## config.mk

```make
export PLATFORM = sky130hd
export DESIGN_NAME = audio_mix_dsm
export DESIGN_NICKNAME = d
export VERILOG_FILES = /design/src/rtl/audio_mix_dsm_pkg.sv /design/src/rtl/audio_mix_dsm_dsm1.sv /design/src/rtl/audio_mix_dsm.sv
export SDC_FILE = /design/constraint.sdc
export NUM_CORES = 1
export LEC_CHECK = 0
export ABC_AREA = 0
export CORE_MARGIN = 2
export CORE_UTILIZATION = 50
export CTS_BUF_LIST = sky130_fd_sc_hd__clkbuf_8
export DETAILED_ROUTE_END_ITERATION = 6
export DONT_BUFFER_PORTS = 1
export PLACE_DENSITY_LB_ADDON = 0.2
export SLEW_MARGIN = 20
export SYNTH_ARGS = -nofsm -noshare
export SYNTH_HDL_FRONTEND = slang
export SYNTH_SLANG_ARGS = --single-unit
```

## constraint.sdc

```tcl
create_clock -name clk -period 9.46 [get_ports clk]
set_clock_uncertainty 0.05 [all_clocks]
set_input_delay 0.473 -clock clk [delete_from_list [all_inputs] [get_ports clk]]
set_output_delay 0.473 -clock clk [all_outputs]
set_load 0.005 [all_outputs]
```

## src/rtl/audio_mix_dsm_pkg.sv

```systemverilog
// audio_mix_dsm_pkg: constants and register-map types shared by the sound blocks
package audio_mix_dsm_pkg;
  localparam int MIX_HEADROOM = 2;
  localparam int GAIN_UNITY = 8;
  localparam int GAIN_SHIFT = 3;
  localparam logic [3:0] ADR_CTRL = 4'hF;
  typedef struct packed {
    logic clr_clip;
    logic mute;
  } ctrl_t;
  function automatic int mix_width(input int w);
    return w + MIX_HEADROOM;
  endfunction
endpackage

```

## src/rtl/audio_mix_dsm_dsm1.sv

```systemverilog
// dsm1: first-order delta-sigma modulator, carry of the phase accumulator is the bitstream
module dsm1 #(
  parameter int OUTW = 12
) (
  input  logic            clk,
  input  logic            reset,
  input  logic [OUTW-1:0] din,
  output logic            dout
);
  logic [OUTW-1:0] fbk;
  logic [OUTW:0] s;
  assign s = {1'b0, din} + {1'b0, fbk};
  always_ff @(posedge clk) begin
    if (reset) begin
      fbk <= '0;
      dout <= 1'b0;
    end else begin
      fbk <= s[OUTW-1:0];
      dout <= s[OUTW];
    end
  end
endmodule

```

## src/rtl/audio_mix_dsm.sv

```systemverilog
// audio_mix_dsm: time-multiplexed gain/mix of NCH channels with saturation, mute and 1-bit DAC
module audio_mix_dsm
  import audio_mix_dsm_pkg::*;
#(
  parameter int NCH = 6,
  parameter int W = 10,
  parameter int GW = 4,
  localparam int OUTW = mix_width(W)
) (
  input  logic              clk,
  input  logic              reset,
  input  logic              wr,
  input  logic [3:0]        adr,
  input  logic [7:0]        din,
  input  logic [NCH*W-1:0]  ch_in,
  input  logic [NCH-1:0]    ch_en,
  output logic [OUTW-1:0]   mix_out,
  output logic              sample_stb,
  output logic              clip,
  output logic              dac_out
);
  localparam int CW = $clog2(NCH);
  localparam int TW = W + GW - GAIN_SHIFT;
  localparam int AW = TW + CW;
  localparam int SW = AW > OUTW ? AW : OUTW + 1;
  logic [CW-1:0] ch;
  logic [GW-1:0] gain [NCH];
  logic [AW-1:0] acc;
  logic [W-1:0] smp;
  logic [W+GW-1:0] prod;
  logic [TW-1:0] term;
  logic [SW-1:0] sum;
  logic [OUTW-1:0] mix_sat;
  logic mute, done, ovf, ctrl_wr, set_clip, unused;
  ctrl_t ctrl;
  assign smp = ch_en[ch] ? ch_in[ch*W +: W] : '0;
  assign prod = (W+GW)'(smp) * (W+GW)'(gain[ch]);
  assign term = prod[W+GW-1:GAIN_SHIFT];
  // acc holds the complete previous frame while done is high
  assign sum = SW'(acc);
  assign ovf = |(sum >> OUTW);
  assign mix_sat = ovf ? '1 : sum[OUTW-1:0];
  assign ctrl = ctrl_t'(din[1:0]);
  assign ctrl_wr = wr && adr == ADR_CTRL;
  assign set_clip = done && !mute && ovf;
  assign unused = ^{din, prod[GAIN_SHIFT-1:0]};
  always_ff @(posedge clk) begin
    if (reset) begin
      ch <= '0;
      acc <= '0;
      done <= 1'b0;
      mix_out <= '0;
      sample_stb <= 1'b0;
      clip <= 1'b0;
      mute <= 1'b0;
      for (int k = 0; k < NCH; k++) gain[k] <= GW'(GAIN_UNITY);
    end else begin
      ch <= ch == CW'(NCH-1) ? '0 : ch + 1'b1;
      acc <= ch == '0 ? AW'(term) : acc + AW'(term);
      done <= ch == CW'(NCH-1);
      sample_stb <= done;
      if (done) mix_out <= mute ? '0 : mix_sat;
      clip <= set_clip | (clip & ~(ctrl_wr & ctrl.clr_clip));
      if (ctrl_wr) mute <= ctrl.mute;
      for (int k = 0; k < NCH; k++) if (wr && adr == 4'(k)) gain[k] <= din[GW-1:0];
    end
  end
  dsm1 #(.OUTW(OUTW)) u_dsm (
    .clk(clk),
    .reset(reset),
    .din(mix_out),
    .dout(dac_out)
  );
endmodule

```

==> results of run 1 <==
critical path, delay by kind of cell, from the launching register on:
family / cells / cell delay (ns)
xor+xnor: 1 / 0.21
compound gates: 8 / 1.76
fa+ha+maj: 4 / 1.73
mux: 2 / 0.87
buf+inv: 4 / 0.61
flops: 1 / 0.45
simple gates: 6 / 1.01
Yosys cell counts (all sizes together), types with 15 or more instances:
cell and number:
a21oi 48, and2 21, clkbuf 17, dfxtp 46, edfxtp 24, fa 18, ha 44, inv 58
mux2i 18, mux4 15, nand2 35, nor2 55, nor2b 22, nor3 15, o21ai 15, xnor2 19
layer usage:
metal,vias up,GRT usage (%)
met2,121,34.1
met1,1891,24.8
met4,0,7.14
li1,1985,-
met5,-,0
met3,18,5.45
cells by family after synthesis:
group                      after synthesis  synth area share [%]
xor gates and xnor gates                24                  4.04
and+or+nand+nor                        192                  17.8
muxes                                   36                  10.7
DFF                                     70                  30.5
buffers and inverters                   79                  6.46
AOI/OAI and AO/OA                      114                  13.7
adders and majority gates               62                  16.9
metrics by stage:
stage               power [mW]  instance area (sq um)  utilization [%]  std cells  hold slack, ns
global route              1.14                   5610             53.9        711           0.106
finish                    1.04                   5610             53.9        711           0.138
detailed placement       0.843                   5450             52.3        695           0.436
CTS                       1.05                   5610             53.9        711           0.117
floorplan                0.757                   5390                -        577           0.393
global placement         0.829                   5450             52.3        695           0.406
power by group through the flow:
stage | logic [mW] | clock network [mW] | registers, mW
4_1_cts | 0.479 | 0.210 | 0.360
2_1_floorplan | 0.404 | 0 | 0.353
6_report | 0.476 | 0.204 | 0.360
3_3_place_gp | 0.464 | 0 | 0.366
3_5_place_dp | 0.477 | 0 | 0.366
5_1_grt | 0.551 | 0.222 | 0.363
layout make-up:
cell class	instances	share of cell area [%]
Sequential cell	70	29.3
Multi-Input combinational cell	428	60.6
Timing Repair Buffer	3	0.401
Clock buffer	9	2.21
Tap cell	136	3.03
Clock inverter	7	0.624
Inverter	58	3.88
worst paths after layout:
path	endpoint	slack, ns	cells after the start
worst min register to register	acc[13]$_SDFF_PP0_	0.44	2
worst max-delay path	acc[12]$_SDFF_PP0_	2.68	25
worst max register to register	acc[12]$_SDFF_PP0_	2.68	25
worst min-delay path	ch[2]$_SDFF_PP0_	0.14	1
flip-flops by register name (all words and copies together), names as in the netlist:
| name | cells |
|---|---|
| mix_out | 12 |
| u_dsm.fbk | 12 |
| clip | 1 |
| ch | 3 |
| done | 1 |
| mute | 1 |
| sample_stb | 1 |
| u_dsm.dout | 1 |
| acc | 14 |
| gain | 24 |
==> run metrics, run 1 <==
outcome=finished, final reports clean; Hold WC Path Type=in2reg; commonest cells after routing, fill and taps aside=inv_1, nor2_1, a21oi_1; CP arrival=7.01 ns; setup ws final=2.68 ns; kind of critical path=reg2reg; Mapped Nets=720; Slew headroom=between 40% and 50%; net switching power=0.403 mW; Setup crit start kind=register; biggest area consumer among synthesized cells=dfxtp_1; Final Critical Period=between 6 and 7 ns; r2r startpoint=ch[0]$_SDFF_PP0_; Post-CTS Hold Fix Bufs=0; clk buf depth=2; Final Hold Viols=0; Yosys top cell area share=~17%; Routed wire per std cell=~16 um; commonest non-fill, non-tap cell in the layout=inv_1; detail-routed via count per cell=5.65; residual DRC count=0; Combinational Power Share=45.7%; Clk Tree Root Cell=clkbuf_8; routed vias=4015; largest net degree at the start of global routing=49; Met2 Routed Length=5.17 mm; fin. max-slew vios=0; fill count=971; Starting Density=51.7%; Net Sw Frac=38.7%; Synth-to-Final Area Change=4.13%; Top FF cell, synth=dfxtp_1; total CTS buffers=9; initial antenna violation count=0; clock power share=19.6%; hold path start=reset; MaxCap Viol Count=0; nets@finish=713; crit path capture type=register; mapped cell area=roughly 0.0054 sq mm; Synth area leaders=dfxtp_1, edfxtp_1, ha_1; Iter 0 DRT Violations=115; DIE WIDTH=108 um; diode count=0; Final HPWL DP=8.55 mm; Worst setup startpoint=ch[0]$_SDFF_PP0_; CTS resizes=0; CP dominant cell by count=inv_1; Async SR Flop Fraction=0%; Core Area=0.0104 sq mm; worst slew pin tran=0.827 ns; Syn Inst Count=577; highest routed layer=met4; CTS tree=done; # port buffers=0; internal power=between 0.6 and 0.7 mW; top-level I/O count=96; Mean Syn Cell Area=9.34 sq um; total wire length=11.0 mm; TNS Setup=0 ns; clock slew at reported path FFs=~0.080 ns; clock latency on the worst-skew pair=0.35 ns; Max stage delay on crit path=0.64 ns; pre-CTS WS=2.75 ns; vias in the first global route=4150; FF+latch area=0.00164 sq mm; yosys warns=0; gr usage total=about a fifth; Worst EP required=9.69 ns; DRT Pass-1 Iters=4; Post-CTS Setup Inserts=0; Pwr Density=approximately 190 mW/mm^2; unrepaired setup endpoints after global routing=no; WL met3=681 um; share of cells above drive strength 1=under 10%; M1 wire length=4.96 mm; first-pass GRT wire length=18.5 mm; Post-DRT Antenna Nets=0; Unique masters post-synth=just over 60; footprint of the multi-input gates=0.00340 sq mm; htree depth=3; Die Span Y=108 um; FP Rows=37; worst ir drop on vdd=0.103 mV; maximum clock frequency=147 MHz; Finish-stage setup viols=0; grt total ovfl=0; Slowest-stage cell, CP=mux4_1; CP Max Fanout=26; Seq pwr share=34.6%; Leak=2.50 nW; period utilization=71.7%; register area share after synthesis=a little under a third; Die Area=0.0116 sq mm; Post-synth EDFFs=24; Yosys reg bits=70; clock sinks=70; gpl congestion=between 0.9 and 1
Note: power is estimated with default switching activity, not from simulation.
==> run 2, diff against run 1 <==
ABC_AREA = 1   (was 0)
clock period = 6 ns   (was 9.46 ns; I/O delays follow)
==> run 2 against run 1 <==
- cell count is 31% higher
- first-iteration DRC count increased to 3.4 times the previous value
- utilization shrank 0.18 points
- sequential power rose by 55%
- cell area is 3.3% higher
- wire length rose by 15%
- worst hold slack worse by 0.084 ns
- register-to-register slack got worse by 2.2 ns
- die area up 1.9%
- highest routed layer unchanged
- clock power grew 60%
- global-route usage grew 2.6 points
==> run metrics, run 2 <==
outcome=finished, final reports clean; crit path capture type=register; diode count=0; Synth area leaders=dfxtp_1, edfxtp_1, nand2_1; nets@finish=~930; Top FF cell, synth=dfxtp_1; Slowest-stage cell, CP=fa_1; Starting Density=50.9%; total power=approximately 1.8 mW; DIE WIDTH=109 um; clock latency on the worst-skew pair=between 0.3 and 0.4 ns; pre-CTS WS=0.359 ns; Async SR Flop Fraction=0%; total wire length=around 13 mm; setup ws final=0.510 ns; Layout Utilization=53.7%; largest registers=gain x24, acc x14; Die Area=0.0118 sq mm; MaxCap Viol Count=0; Yosys reg bits=70; commonest cells after routing, fill and taps aside=nand2_1, nor2_1, inv_1; maximum clock frequency=approximately 180 MHz; Unique masters post-synth=36; initial antenna violation count=0; net switching power=0.792 mW; Post-CTS Setup Inserts=0; Seq pwr share=30.8%; gr usage total=22.8%; internal power=1.02 mW; worst ir drop on vdd=between 0.15 and 0.2 mV; biggest area consumer among synthesized cells=dfxtp_1; Combinational Power Share=51.1%; Yosys top cell area share=16.8%; worst slew pin tran=a little under 0.8 ns; # port buffers=0; Core Area=between 0.01 and 0.015 sq mm; Setup crit start kind=register; commonest non-fill, non-tap cell in the layout=nand2_1; DRT Pass-1 Iters=5; Iter 0 DRT Violations=391; Max stage delay on crit path=0.53 ns; residual DRC count=0; routed vias=4992; hold_ws=around 0.053 ns; clock power share=a little under a fifth; Post-DRT Antenna Nets=0; Mapped Nets=933; Synth-to-Final Area Change=5.51%; Pwr Density=312 mW/mm^2; yosys warns=0; unrepaired setup endpoints after global routing=no; kind of critical path=reg2reg; Final Critical Period=5.49 ns; Post-synth EDFFs=24; clock sinks=70; Clk Tree Root Cell=clkbuf_8; Leak=2.70 nW; Mean Syn Cell Area=6.95 sq um; share of cells above drive strength 1=approximately 4.6%; detail-routed via count per cell=5.36; top-level I/O count=96; grt total ovfl=0; period utilization=91.5%; CTS tree=done; first-pass GRT wire length=21.5 mm; gpl congestion=between 0.9 and 1; Net Sw Frac=43.8%; vias in the first global route=4831; Die Span Y=roughly 110 um; clock slew at reported path FFs=0.08 ns; fin. max-slew vios=0; Slew headroom=48.2%; TNS Setup=0 ns; total CTS buffers=9; Hold WC Path Type=in2reg; Final Hold Viols=0; CP Max Fanout=39; Routed wire per std cell=roughly 14 um; CP arrival=5.69 ns; mapped cell area=0.00549 sq mm; leading cell types by count after synthesis=nand2_1, nor2_1, inv_1; max reg flops=24; register with the most flip-flops=gain; Final HPWL DP=~9.9 mm; count leader, synth=nand2_1; Worst EP required=slightly above 6 ns; register area share after synthesis=29.9%; largest net degree at the start of global routing=between 40 and 50; clk buf depth=2; FP Rows=38; htree depth=3; Syn Inst Count=790; Finish-stage setup viols=0
[run 2: cell types whose count changed in the layout (fill, tap and decap cells not counted), moves of 17 or more]
cell     before  now
nor2b_1      22    0
inv_1        61  110
and2_1       21    2
mux2i_1      17    0
nand3_1      13   42
nor2_1       55  113
nand2_1      35  178
o21ai_0      12   63
[run 2: worst max-delay path, delay by kind of cell (launching register included)]
kind	cells	cell delay, ns
flops	1	0.35
xor+xnor	1	0.20
simple gates	12	1.14
buf+inv	6	0.89
fa+ha+maj	4	1.76
compound gates	5	0.96
[run 2: cell type report]
| cell class | instances | area (sq um) |
|---|---|---|
| repair buffers | 6 | 55.1 |
| clock buffers | 9 | 124 |
| fillers | 1068 | 5000 |
| well taps | 140 | 175 |
| clock inverters | 7 | 41.3 |
| multi-input cells | 585 | 3330 |
| inverters | 114 | 428 |
| flip-flops and latches | 70 | 1640 |
[run 2: timing repair]
action	CTS	global route
hold buffers	1	0
setup endpoints to repair	0	6
gates resized for setup	0	4
hold endpoints to repair	19	0
[run 2: per-layer routing]
metal | GRT usage, % | up-vias | wire length, um
met5 | 0 | - | 0
met4 | 6.23 | 0 | 182
met3 | 4.72 | 18 | 708
met2 | 39.0 | 118 | 5920
met1 | 29.2 | 2284 | 5910
li1 | - | 2572 | -
[run 2: cells by family after synthesis]
family                   Yosys count  share of synthesized area, %
AO/OA/AOI/OAI                    154                          15.6
XOR/XNOR                          11                          1.75
adder cells (fa/ha/maj)           62                          16.6
buffers and inverters            135                          9.55
flip-flops                        70                          29.9
AND/OR/NAND/NOR                  358                          26.6
[run 2: power groups by stage]
stage | clock network (mW) | logic (mW) | registers, mW
finish | 0.327 | 0.924 | 0.557
global route | 0.354 | 1.07 | 0.561
CTS | 0.334 | 0.918 | 0.557
detailed placement | 0 | 0.907 | 0.566
global placement | 0 | 0.892 | 0.566
floorplan | 0 | 0.738 | 0.557
[run 2: path summary, 6_finish.rpt]
kind,from,to,slack (ns),depth (start not counted)
worst max-delay path,ch[0]$_SDFF_PP0_,acc[9]$_SDFF_PP0_,0.51,28
worst min-delay path,reset,u_dsm.fbk[4]$_SDFF_PP0_,0.05,2
worst max register to register,ch[0]$_SDFF_PP0_,acc[9]$_SDFF_PP0_,0.51,28
worst min register to register,acc[13]$_SDFF_PP0_,acc[13]$_SDFF_PP0_,0.45,2
[run 2: stage by stage]
| stage | cell area [sq um] | cells |
|---|---|---|
| 2_1_floorplan | 5490 | 790 |
| 3_3_place_gp | 5610 | 914 |
| 3_5_place_dp | 5610 | 914 |
| 4_1_cts | 5780 | 931 |
| 5_1_grt | 5790 | 931 |
| 6_report | 5790 | 931 |
==> run 3, diff against run 2 <==
BUFFER_PORTS_ARGS = -buffer_cell sky130_fd_sc_hd__buf_2   (was default)
CORE_UTILIZATION = 52   (was 50)
DONT_BUFFER_PORTS = default   (was 1)
==> run 3 against run 2 <==
- via count up 7.3%
- clock power down 6.1%
- maximum frequency about the same
- non-clock buffer count up 91
- setup slack worse by 0.0016 ns
- sequential share of layout area down 2.0 points
- flip-flop and latch count unchanged
- utilization up 7.1 points
- wire length up 3.9%
- die area down 3.7%
- combinational power up 3.5%
- first-iteration DRC count down 25%
- critical path type unchanged
- largest cell class unchanged
==> run metrics, run 3 (synthesized netlist as in run 2, its figures left out) <==
outcome=finished, final reports clean; period utilization=just over 90%; Final HPWL DP=10.3 mm; Seq pwr share=30.6%; most used routing layer=met2; Setup crit start kind=register; met2 usage=a little over two fifths; max reg flops=24; Post-CTS Setup Inserts=0; Hold Path End=gain[0][3]$_SDFFCE_PN1P_; fin. max-slew vios=0; Combinational Power Share=roughly 53%; hold path start=din[3]; placed insts=between 1000 and 1500; grt total ovfl=0; residual DRC count=0; worst reg2reg endpoint=acc[12]$_SDFF_PP0_; CP Max Fanout=48; Finish-stage setup viols=0; total CTS buffers=9; Clk Tree Root Cell=clkbuf_8; routed vias=5355; Pwr Density=roughly 290 mW/mm^2; Hold WC Path Type=in2reg; DRT Pass-1 Iters=5; diode count=0; Die Span Y=roughly 110 um; CP arrival=5.73 ns; internal power=1.03 mW; total wire length=between 10 and 15 mm; gr usage total=23.9%; crit path capture type=register; Max stage delay on crit path=0.42 ns; vias in the first global route=between 4000 and 5000; largest registers=gain x24, acc x14; Net Sw Frac=43.5%; TNS Setup=0 ns; met1 Use GR=29.6%; DIE WIDTH=between 100 and 150 um; # port buffers=between 90 and 100; Layout Cells excl Fill=1018; Core Area=0.0103 sq mm; Starting Density=53.4%; Crit path max-delay family=compound AO/OA/AOI/OAI gates; Hold Path Stages=3; htree depth=3; FP Rows=37; first-pass GRT wire length=about 22 mm; net switching power=roughly 0.8 mW; Final Hold Viols=0; path depth of the worst reg2reg path=26; clock slew at reported path FFs=0.07 ns; CP bufs+invs=5; clk buf depth=2; r2r startpoint=ch[0]$_SDFF_PP0_; initial antenna violation count=0; largest net degree at the start of global routing=slightly below 50; reg-to-reg slack, setup=approximately 0.51 ns; Final Critical Period=5.49 ns; Die Area=0.0114 sq mm; Slowest-stage cell, CP=fa_1; clock power share=16.9%; share of cells above drive strength 1=roughly 14%; nets@finish=1020; kind of critical path=reg2reg; commonest cells after routing, fill and taps aside=nand2_1, inv_1, nor2_1; Leak=3.09 nW; unrepaired setup endpoints after global routing=no; CTS tree=done; CP dominant cell by count=inv_1; Layout Utilization=60.7%; maximum clock frequency=182 MHz; detail-routed via count per cell=5.26; clock latency on the worst-skew pair=0.35 ns; M3 GR Usage=4.98%; fill count=approximately 950; MaxCap Viol Count=0; Worst EP required=6.24 ns; worst ir drop on vdd=0.140 mV; Post-DRT Antenna Nets=0; top-level I/O count=96; clock sinks=70; Routed wire per std cell=13.0 um; Slew headroom=57.4%; register with the most flip-flops=gain; worst slew pin tran=0.635 ns; Synth-to-Final Area Change=13.7%; commonest non-fill, non-tap cell in the layout=nand2_1; gpl congestion=0.905; Iter 0 DRT Violations=slightly below 300
==> run 3: changes by cell type in the layout (fill, tap and decap cells not counted), moves of 2 or more <==
cell,before,now
buf_2,0,91
inv_1,110,115
clkinv_2,5,2
o21ai_0,63,61
o21ai_1,2,4
==> run 3: through the flow <==
stage,hold slack [ns],area (sq um),power [mW],worst slack [ns]
2_1_floorplan,0.399,5490,1.30,0.985
3_3_place_gp,0.411,6080,1.48,0.424
3_5_place_dp,0.423,6080,1.51,0.356
4_1_cts,0.243,6230,1.82,0.311
5_1_grt,0.253,6240,1.99,0.0291
6_report,0.260,6240,1.82,0.509
==> run 3: power groups by stage <==
stage / clock network (mW) / registers [mW] / logic, mW
6_report: 0.307 / 0.557 / 0.956
5_1_grt: 0.334 / 0.562 / 1.09
4_1_cts: 0.316 / 0.556 / 0.951
3_5_place_dp: 0 / 0.565 / 0.943
3_3_place_gp: 0 / 0.566 / 0.915
2_1_floorplan: 0 / 0.557 / 0.738
==> run 3: per-layer routing <==
layer | vias to the layer above | routed length [um] | part of all wire [%]
met5 | - | 0 | 0
met4 | 0 | 210 | 1.6
met3 | 16 | 726 | 5.5
met2 | 145 | 6270 | 47
met1 | 2434 | 6010 | 45
li1 | 2760 | - | -
==> run 3: repair_timing <==
| action | 4_1_cts | 5_1_grt |
|---|---|---|
| setup endpoints to repair | 0 | 5 |
| gates resized for setup | 0 | 6 |
| hold buffers | 0 | 0 |
==> run 3: cell type report <==
type	instances	area [sq um]	area share (%)
Multi-Input combinational cell	585	3330	53.3
Sequential cell	70	1640	26.3
Clock inverter	7	28.8	0.461
Inverter	114	432	6.92
Clock buffer	9	124	1.98
Timing Repair Buffer	97	517	8.28
Tap cell	136	170	2.73
==> run 3: worst reg2reg max path, cell delays in order, from the launching register on <==
cell,delay [ns]
dfxtp_1,0.39
buf_6,0.31
nand2_1,0.10
a32o_1,0.26
o21ai_1,0.35
inv_1,0.26
nor2_1,0.20
fa_1,0.42
inv_1,0.09
fa_1,0.39
inv_1,0.07
ha_1,0.28
a21oi_1,0.25
o21ai_0,0.15
a21oi_1,0.22
nand3_1,0.12
and2_1,0.19
ha_1,0.35
nand2_1,0.09
nor2_1,0.13
nand3_1,0.09
o2111ai_1,0.13
nand2_1,0.11
a21oi_1,0.17
xor2_1,0.15
inv_1,0.05
nor2_1,0.07
==> run 3: worst max path at each step <==
stage	startpoint	end	slack [ns]	cells past startpoint
after detailed placement	ch[0]$_SDFF_PP0_	acc[12]$_SDFF_PP0_	0.36	27
after global routing	ch[0]$_SDFF_PP0_	acc[12]$_SDFF_PP0_	0.03	29
after CTS	ch[0]$_SDFF_PP0_	acc[12]$_SDFF_PP0_	0.31	27
after floorplan	ch[0]$_SDFF_PP0_	acc[12]$_SDFF_PP0_	0.98	30
final	ch[0]$_SDFF_PP0_	acc[12]$_SDFF_PP0_	0.51	26
after global placement	ch[0]$_SDFF_PP0_	acc[12]$_SDFF_PP0_	0.42	27
